[config.mk]
export PLATFORM = sky130hd
export DESIGN_NAME = regfile_reader
export DESIGN_NICKNAME = d
export VERILOG_FILES = /design/src/rtl/regfile_pkg.sv /design/src/rtl/regfile_reader.sv
export SDC_FILE = /design/constraint.sdc
export NUM_CORES = 1
export LEC_CHECK = 0
export ABC_AREA = 0
export CORE_ASPECT_RATIO = 1.25
export CORE_MARGIN = 4
export CORE_UTILIZATION = 49
export CTS_CLUSTER_DIAMETER = 40
export DETAILED_ROUTE_END_ITERATION = 8
export GPL_ROUTABILITY_DRIVEN = 0
export HOLD_SLACK_MARGIN = 0.1
export PLACE_DENSITY = 0.85
export SLEW_MARGIN = 20
export SYNTH_ARGS = -nofsm -noshare
export SYNTH_HDL_FRONTEND = slang
export SYNTH_SLANG_ARGS = --single-unit
export TNS_END_PERCENT = 30
[constraint.sdc]
create_clock -name clk -period 3.55 [get_ports clk]
set_input_delay 0.5325 -clock clk [delete_from_list [all_inputs] [get_ports clk]]
set_output_delay 0.5325 -clock clk [all_outputs]
set_load 0.02 [all_outputs]
[src/rtl/regfile_pkg.sv]
`default_nettype none
// +----------------------------------------------------------------------+
// | regfile_pkg : register-file widths and read-out engine state type    |
// | Rev 1.0                                                              |
// +----------------------------------------------------------------------+
package regfile_pkg;

  localparam int REG_ADDR_W = 5;
  localparam int REG_DATA_W = 32;
  localparam int NUM_REGS   = 32;

  typedef enum logic [1:0] {
    IDLE = 2'd0,
    READ = 2'd1,
    SEND = 2'd2
  } rd_state_t;

endpackage
`default_nettype wire

[src/rtl/regfile_reader.sv]
`default_nettype none
// +----------------------------------------------------------------------+
// | regfile_reader : walks a wrap-around register range, streams         |
// | {addr, word} over valid/ready and keeps an XOR checksum. Rev 1.0     |
// +----------------------------------------------------------------------+
module regfile_reader
  import regfile_pkg::*;
#(
  parameter int ADDR_W = REG_ADDR_W,
  parameter int DATA_W = REG_DATA_W
) (
  input  logic              clk,
  input  logic              reset,
  input  logic              start,
  input  logic [ADDR_W-1:0] first_addr,
  input  logic [ADDR_W-1:0] last_addr,
  input  logic              abort,
  output logic [ADDR_W-1:0] rd_addr,
  input  logic [DATA_W-1:0] rd_data,
  output logic              out_valid,
  input  logic              out_ready,
  output logic [ADDR_W-1:0] out_addr,
  output logic [DATA_W-1:0] out_data,
  output logic              busy,
  output logic              done,
  output logic [DATA_W-1:0] checksum
);

  rd_state_t         r_state;
  logic [ADDR_W-1:0] r_cur;
  logic [ADDR_W-1:0] r_last;
  logic [ADDR_W-1:0] r_rd_addr;
  logic              r_out_valid;
  logic [ADDR_W-1:0] r_out_addr;
  logic [DATA_W-1:0] r_out_data;
  logic              r_done;
  logic [DATA_W-1:0] r_checksum;
  logic [ADDR_W-1:0] w_next;

  // Address arithmetic is modulo 2**ADDR_W, giving the wrap from 31 to 0.
  assign w_next = r_cur + 1'b1;

  always_ff @(posedge clk or negedge reset) begin
    if (!reset) begin
      r_state     <= IDLE;
      r_cur       <= '0;
      r_last      <= '0;
      r_rd_addr   <= '0;
      r_out_valid <= 1'b0;
      r_out_addr  <= '0;
      r_out_data  <= '0;
      r_done      <= 1'b0;
      r_checksum  <= '0;
    end else begin
      r_done <= 1'b0;
      case (r_state)
        IDLE: begin
          if (start) begin
            r_last     <= last_addr;
            r_cur      <= first_addr;
            r_rd_addr  <= first_addr;
            r_checksum <= '0;
            r_state    <= READ;
          end
        end
        READ: begin
          r_rd_addr <= '0;
          if (abort) begin
            r_state <= IDLE;
          end else begin
            r_out_data  <= rd_data;
            r_out_addr  <= r_cur;
            r_out_valid <= 1'b1;
            r_state     <= SEND;
          end
        end
        SEND: begin
          // Abort wins over a same-cycle handshake: that word is not counted.
          if (abort) begin
            r_out_valid <= 1'b0;
            r_state     <= IDLE;
          end else if (out_ready) begin
            r_checksum  <= r_checksum ^ r_out_data;
            r_out_valid <= 1'b0;
            if (r_cur == r_last) begin
              r_done  <= 1'b1;
              r_state <= IDLE;
            end else begin
              r_cur     <= w_next;
              r_rd_addr <= w_next;
              r_state   <= READ;
            end
          end
        end
        default: begin
          r_out_valid <= 1'b0;
          r_rd_addr   <= '0;
          r_state     <= IDLE;
        end
      endcase
    end
  end

  assign rd_addr   = r_rd_addr;
  assign out_valid = r_out_valid;
  assign out_addr  = r_out_addr;
  assign out_data  = r_out_data;
  assign busy      = (r_state != IDLE);
  assign done      = r_done;
  assign checksum  = r_checksum;

endmodule
`default_nettype wire
; ---- Yosys cells after proc, flatten, opt, wreduce, memory -nomap -nowiden
; Index checks and enable logic that the tools add are counted.
[classes]
n_addsub = 1
mul = 0
div = 0
order_cmp = 0
eq_ne = 9
shift = 0
mux = 24
n_bitwise = 3
reduce_logical = 10
[op_table]
columns = operator, count
row1 = $mux W32, 3
row2 = $pmux W32 S2, 1
row3 = $xor A32 B32 Y32, 1
row4 = $mux W5, 4
row5 = $pmux W5 S2, 2
row6 = $ne A2 B2 Y1 const B, 5
row7 = $mux W1, 8
row8 = $mux W2, 4
row9 = $reduce_and A4 Y1, 2
row10 = $pmux W2 S3, 1
row11 = $reduce_and A2 Y1, 3
row12 = $add A5 B1 Y5 const B, 1
row13 = $eq A5 B5 Y1, 1
row14 = $reduce_and A5 Y1, 1
row15 = $reduce_bool A2 Y1, 2
row16 = $ne A3 B3 Y1 const B, 1
row17 = $pmux W1 S3, 1
row18 = $reduce_and A3 Y1, 1
row19 = $eq A2 B1 Y1 const B, 1
row20 = $eq A2 B2 Y1 const B, 1
row21 = $logic_not A2 Y1, 1
row22 = $not A1 Y1, 2
[totals]
regBits = 88
latch_bits = 0
ramBits = 0
romBits = 0
inputBits = 47
elab_cells = 56
n_memories = 0

; ---- Longest topological paths before layout
; Gate-level depths: netlist of the first run.
[depth]
ltp_word = 5
mapped_depth = 6

; ---- Least setup slack after synthesis of the first run
; OpenSTA, ideal clock, no wires.
[synth_path]
kind = input to register
from = input abort
to = register r_checksum[21] (netlist: checksum[21])
setup_time_ns = 0.077
t_arrival_ns = 1.526
t_required_ns = 3.473
setup_slack_ns = 1.947
path_stages = 5
path_buffers = 1
path_cell_list = nand3b_2 > a21o_4 > buf_6 > or3_1 > a21oi_1
[synth_between]
elab_chain_len = 2
[synth_rtl]
columns = element, line_no
row1 = "start, declared", regfile_reader.sv:17  ; input logic abort,
row2 = $ne A2 B2 Y1 (no source line), -
row3 = $reduce_and A4 Y1 (no source line), -
row4 = "end signal, assigned", regfile_reader.sv:83  ; r_checksum <= r_checksum ^ r_out_data;
row5 = "end, declared", regfile_reader.sv:37  ; logic [DATA_W-1:0] r_checksum;
; No other way between the ends.
; A chain may end at the register's enable or synchronous reset.

; ---- Final worst setup path of the first run
[layout_path]
from = register r_state[1]
to = output busy
[layout_between]
elab_chain_len = 1
[layout_rtl]
columns = element, line_no
row1 = "start, declared", regfile_reader.sv:29  ; rd_state_t r_state;
row2 = "start signal, assigned", regfile_reader.sv:45  ; r_state <= IDLE;
row3 = "start signal, assigned", regfile_reader.sv:63  ; r_state <= READ;
row4 = "start signal, assigned", regfile_reader.sv:69  ; r_state <= IDLE;
row5 = $reduce_bool A2 Y1, regfile_reader.sv:108  ; assign busy = (r_state != IDLE);
row6 = "end, declared", regfile_reader.sv:24  ; output logic busy,
; No other way between the ends.

==> results of run 1 <==
## power groups by stage
| stage | Sequential (mW) | Combinational [mW] | Clock, mW |
|---|---|---|---|
| global route | 1.66 | 1.92 | 0.745 |
| finish | 1.61 | 1.79 | 0.684 |
| floorplan | 1.97 | 0.555 | 0 |
| CTS | 1.61 | 1.81 | 0.698 |
| detailed placement | 1.62 | 1.80 | 0 |
| global placement | 1.61 | 1.74 | 0 |
## cell usage in the layout (no fill, tap or decap), types with 7 or more instances in the layout
master           instances
clkdlybuf4s50_1        122
dfrtp_1                 88
o21ai_0                 65
inv_1                   41
nand2_1                 34
a21oi_1                 33
or3_1                   31
clkbuf_8                11
mux2_2                  10
mux2i_1                  7
## sequential cells by signal, indices dropped and copies added (netlist names)
register,flops
out_valid,1
done,1
r_state,2
checksum,32
rd_addr,5
r_cur,5
out_data,32
r_last,5
out_addr,5
## worst paths after layout
path / start / to / slack [ns]
min in group clk: rd_addr[0] / rd_addr[0] / 0.50
setup / recovery: r_state[1] / busy / 1.14
setup reg to reg: r_state[0] / out_addr[0] / 1.50
max in group asynchronous: reset / checksum[7] / 2.80
hold reg to reg: rd_addr[0] / rd_addr[0] / 0.50
hold / removal: reset / out_data[12] / 0.24
## layout make-up
class	instances	area [um^2]
Multi-Input combinational cell	219	1330
Clock inverter	3	42.5
Timing Repair Buffer	126	1250
Tap cell	92	115
Clock buffer	11	151
Inverter	42	158
Sequential cell	88	2200
Fill cell	551	2190
## through the flow
step                      hold WS [ns]   util  setup slack (ns)  cells  cell area (um^2)
after floorplan                  0.237      -              1.95    367              3790
after global placement           0.480  0.679              1.15    567              5060
after detailed placement         0.479  0.679              1.08    567              5060
after CTS                        0.420  0.705              1.14    581              5250
after global routing             0.314  0.706              1.08    581              5260
final                            0.244  0.706              1.14    581              5260
## cells by family (layout without fill, tap and decap cells)
| family | after synthesis | after routing | synth area share |
|---|---|---|---|
| multiplexers | 19 | 19 | 0.0541 |
| adder cells (fa/ha/maj) | 1 | 1 | 0.00330 |
| flip-flops | 88 | 88 | 0.581 |
| AO/OA/AOI/OAI | 107 | 107 | 0.151 |
| buffers and inverters | 60 | 182 | 0.0699 |
| XOR/XNOR | 9 | 9 | 0.0208 |
| AND/OR/NAND/NOR | 83 | 83 | 0.120 |
## layer usage
metal  track usage  up-vias  routed length, um
li1              -     1466                  -
met1         0.254     1494               3620
met2         0.360       95               5030
met3        0.0403       23                470
met4        0.0980        0                259
met5             0        -                  0
==> run metrics, run 1 <==
Port-buffer cells 123; WP depth 2; Final HPWL DP 6820 um; pin count of the biggest net entering global routing a little under 90; initial antenna violation count 0; Via density 5.30; Overflow after GRT 0; Area growth, synth to finish 38.6%; Min-Delay Path Class in -> async; clk root buf clkbuf_8; Distinct cells, synth 34; Syn Nets 415; Sequential Power Share 0.394; Clock H-tree levels 3; Global Route Usage Sum 0.211; P_sw ~1.5 mW; ANT nets after route 0; fraction of layout cells with a size suffix above 1 0.0818; Slew Viols, Final 0; Worst Path Arrival between 1.5 and 2 ns; Critical Path Sink Type output pin; post-synthesis sequential area ratio 0.581; die span in y 106 um; Yosys top cell area share 0.581; TritonRoute pass-1 iters 4; Worst-Skew Late Latency 0.35 ns; Sink Count between 80 and 90; setup TNS 0 ns; outcome finished clean; Final Routed Wirelength 9380 um; yosys warns 0; CP Class reg -> out; wire per inst 16.1 um; # diodes 0; CP Launch Type flip-flop; Mapped Area approximately 0.0038 mm^2; Vias 3,078; worst slew pin tran 0.770 ns; worst path bufs/invs 1; main area contributors after synthesis dfrtp_1, o21ai_0, or3_1; Starting Density 0.509; Max-slew headroom 0.487; asr flop ratio synth 1.00; Post-synth EDFFs 0; top-count cell post-synth dfrtp_1; # rows 35; Critical Path RT 3.02 ns; first-pass GRT wire length 15,300 um; leading area contributor after synthesis dfrtp_1; Synth top cells by count dfrtp_1, o21ai_0, inv_1; post-synthesis register bit count 88; dominant synthesized flop cell dfrtp_1; Top Ports 124; CTS Buf Count 9; clock slew at reported path FFs 0.09 ns; via count of the first global-routing pass 3,165; residual DRC count 0; Gate Count Post-Synth roughly 370; Post CTS Setup Buffer Count 0; sw frac 0.373; Max Freq 0.415 GHz; crit-path max cell delay around 0.57 ns; fin nets 534; Power Density 776 mW/mm^2; die width 86.7 um; family with the most delay on the worst path buffers and inverters; VDD IR-drop max ~440 uV; Max-Cap Viols 0; Final Setup Violations 0; r2r worst-path depth 3; Mean Syn Cell Area 10.3 um^2; Comb power frac 0.438; total die area around 0.0092 mm^2; Post-CTS Resized 0; Final period util 0.678; Total Power around 4.1 mW; final hold vios 0; crit path cell chain or2_2, clkdlybuf4s50_1; leakage 2.25 nW; initial drt markers roughly 130; total core area around 0.0074 mm^2; Hold Buf Count CTS 0; Worst path slowest cell clkdlybuf4s50_1; Critical Path Fanout Max 10; share of total power in the clock network 0.168; CTS max path bufs 2; min cycle time layout between 2 and 2.5 ns; RSZ-0062 raised after global routing no; Internal Power 2.56 mW; Worst Skew 0.0123 ns; TritonCTS clock tree done
(Power assumes the default switching activity.)
==> run 2: changes to the inputs <==
- CORE_UTILIZATION: 49 -> 41
- PLACE_DENSITY: 0.85 -> 0.75
- clock period: 3.55 -> 2.09 ns (I/O delays scaled with it)
==> run 2 against run 1 <==
Net effect: sequential share of layout area is 2.1 points lower; largest cell class unchanged; via count shrank 1.2%; largest power group unchanged; design area rose by 5.2%; hold slack gained 0.25 ns.
==> run metrics, run 2 (synthesized netlist as in run 1, its figures left out) <==
Worst-Skew Late Latency 0.34 ns; final hold vios 0; CP Class reg -> out; Via density 4.88; residual DRC count 0; Top Ports around 120; initial drt markers 113; Critical Path RT ~1.8 ns; Register Area 0.00220 mm^2; commonest non-fill, non-tap cell in the layout clkdlybuf4s50_1; Critical Path Fanout Max 6; setup TNS 0 ns; via count of the first global-routing pass 3,184; CTS Buf Count 9; area of the multi-input gates 0.00133 mm^2; clk root buf clkbuf_16; crit path cell chain or2_2, clkdlybuf4s50_1; total die area 0.0109 mm^2; Critical Path Sink Type output pin; Clock H-tree levels 3; leakage roughly 2.4 nW; Final Routed Wirelength 9190 um; Worst Skew 0.00780 ns; crit-path max cell delay approximately 0.57 ns; Max Freq 0.499 GHz; Worst path slowest cell clkdlybuf4s50_1; TritonRoute pass-1 iters 4; die width 94.0 um; wire per inst 14.7 um; Area growth, synth to finish 45.8%; Final HPWL DP approximately 6700 um; initial antenna violation count 0; outcome finished clean; VDD IR-drop max 643 uV; TritonCTS clock tree done; Final period util 0.959; Power Density between 1000 and 1500 mW/mm^2; # rows 39; # diodes 0; placed cell area approximately 0.0052 mm^2; die span in y 116 um; CP Launch Type flip-flop; pin count of the biggest net entering global routing 64; Sink Count between 80 and 90; RSZ-0062 raised after global routing no; Starting Density 0.418; finished layout cell area between 0.005 and 0.006 mm^2; fillcell total 771; Slew Viols, Final 0; Post-CTS Resized 0; Max-slew headroom 0.619; Global Route Usage Sum 0.181; CTS max path bufs 2; total core area 0.00908 mm^2; Vias around 3,000; Worst Path Arrival 1.69 ns; fraction of layout cells with a size suffix above 1 0.102; clock slew at reported path FFs 0.07 ns; Port-buffer cells about 120; Max-Cap Viols 0; Min-Delay Path Class in -> async; Overflow after GRT 0; fin nets 544; first-pass GRT wire length 15,300 um; ANT nets after route 0; commonest non-fill, non-tap cells in the layout clkdlybuf4s50_1, dfrtp_1, o21ai_0; worst slew pin tran 0.572 ns; Final Setup Violations 0; min cycle time layout roughly 2.0 ns
run 2: cell count changes in the layout (fill, tap and decap cells not counted), sizes merged:
cell	change
buf	+9
bufinv	+1
clkinv	+2
clkinvlp	-1
dlygate4sd3	+1
run 2: final timing paths:
path	startpoint	endpoint	slack (ns)	cells after the start
setup reg to reg	r_state[1]	r_cur[4]	0.44	5
min in group clk	rd_addr[0]	rd_addr[0]	0.50	1
hold / removal	reset	r_last[2]	0.50	2
max in group asynchronous	reset	checksum[30]	0.96	3
setup / recovery	r_state[1]	busy	0.09	2
hold reg to reg	rd_addr[0]	rd_addr[0]	0.50	1
run 2: worst max-delay path: cells and delay by family, from the launching register on:
family | cells | cell delay (ns)
flip-flops | 1 | 0.44
buffers and inverters | 1 | 0.57
AND/OR/NAND/NOR | 1 | 0.35
run 2: power breakdown:
part           total, mW  leakage, nW  switching [mW]  internal [mW]
clock network       1.76        0.165           0.650           1.11
registers           2.72         1.11           0.420           2.30
logic               3.05         1.09            1.58           1.47
run 2: cell type report:
cell class / count / share of cell area
multi-input cells: 219 / 0.241
well taps: 123 / 0.0278
flip-flops and latches: 88 / 0.398
clock buffers: 11 / 0.0457
repair buffers: 136 / 0.245
clock inverters: 5 / 0.0143
inverters: 42 / 0.0285
run 2: repair_timing:
action / 4_1_cts / 5_1_grt
hold buffers: 1 / 0
endpoints found under the setup margin: 0 / 0
setup buffers: 0 / 0
endpoints found under the hold margin: 41 / 0
run 2: metrics by stage:
stage | setup slack (ns) | util | hold WS (ns) | cells | power, mW
2_1_floorplan | 0.506 | - | 0.0179 | 367 | 4.28
3_3_place_gp | 0.0903 | 0.572 | 0.338 | 607 | 5.72
3_5_place_dp | 0.0321 | 0.572 | 0.344 | 607 | 5.83
4_1_cts | 0.0575 | 0.609 | 0.501 | 624 | 7.62
5_1_grt | 0.0214 | 0.609 | 0.519 | 624 | 8.00
6_report | 0.0865 | 0.609 | 0.498 | 624 | 7.53
run 2: layer usage:
metal / up-vias / wire length (um) / global-route usage
met5: - / 0 / 0
met4: 0 / 155 / 0.0761
met3: 11 / 487 / 0.0351
met2: 81 / 4760 / 0.317
met1: 1462 / 3790 / 0.216
li1: 1488 / - / -
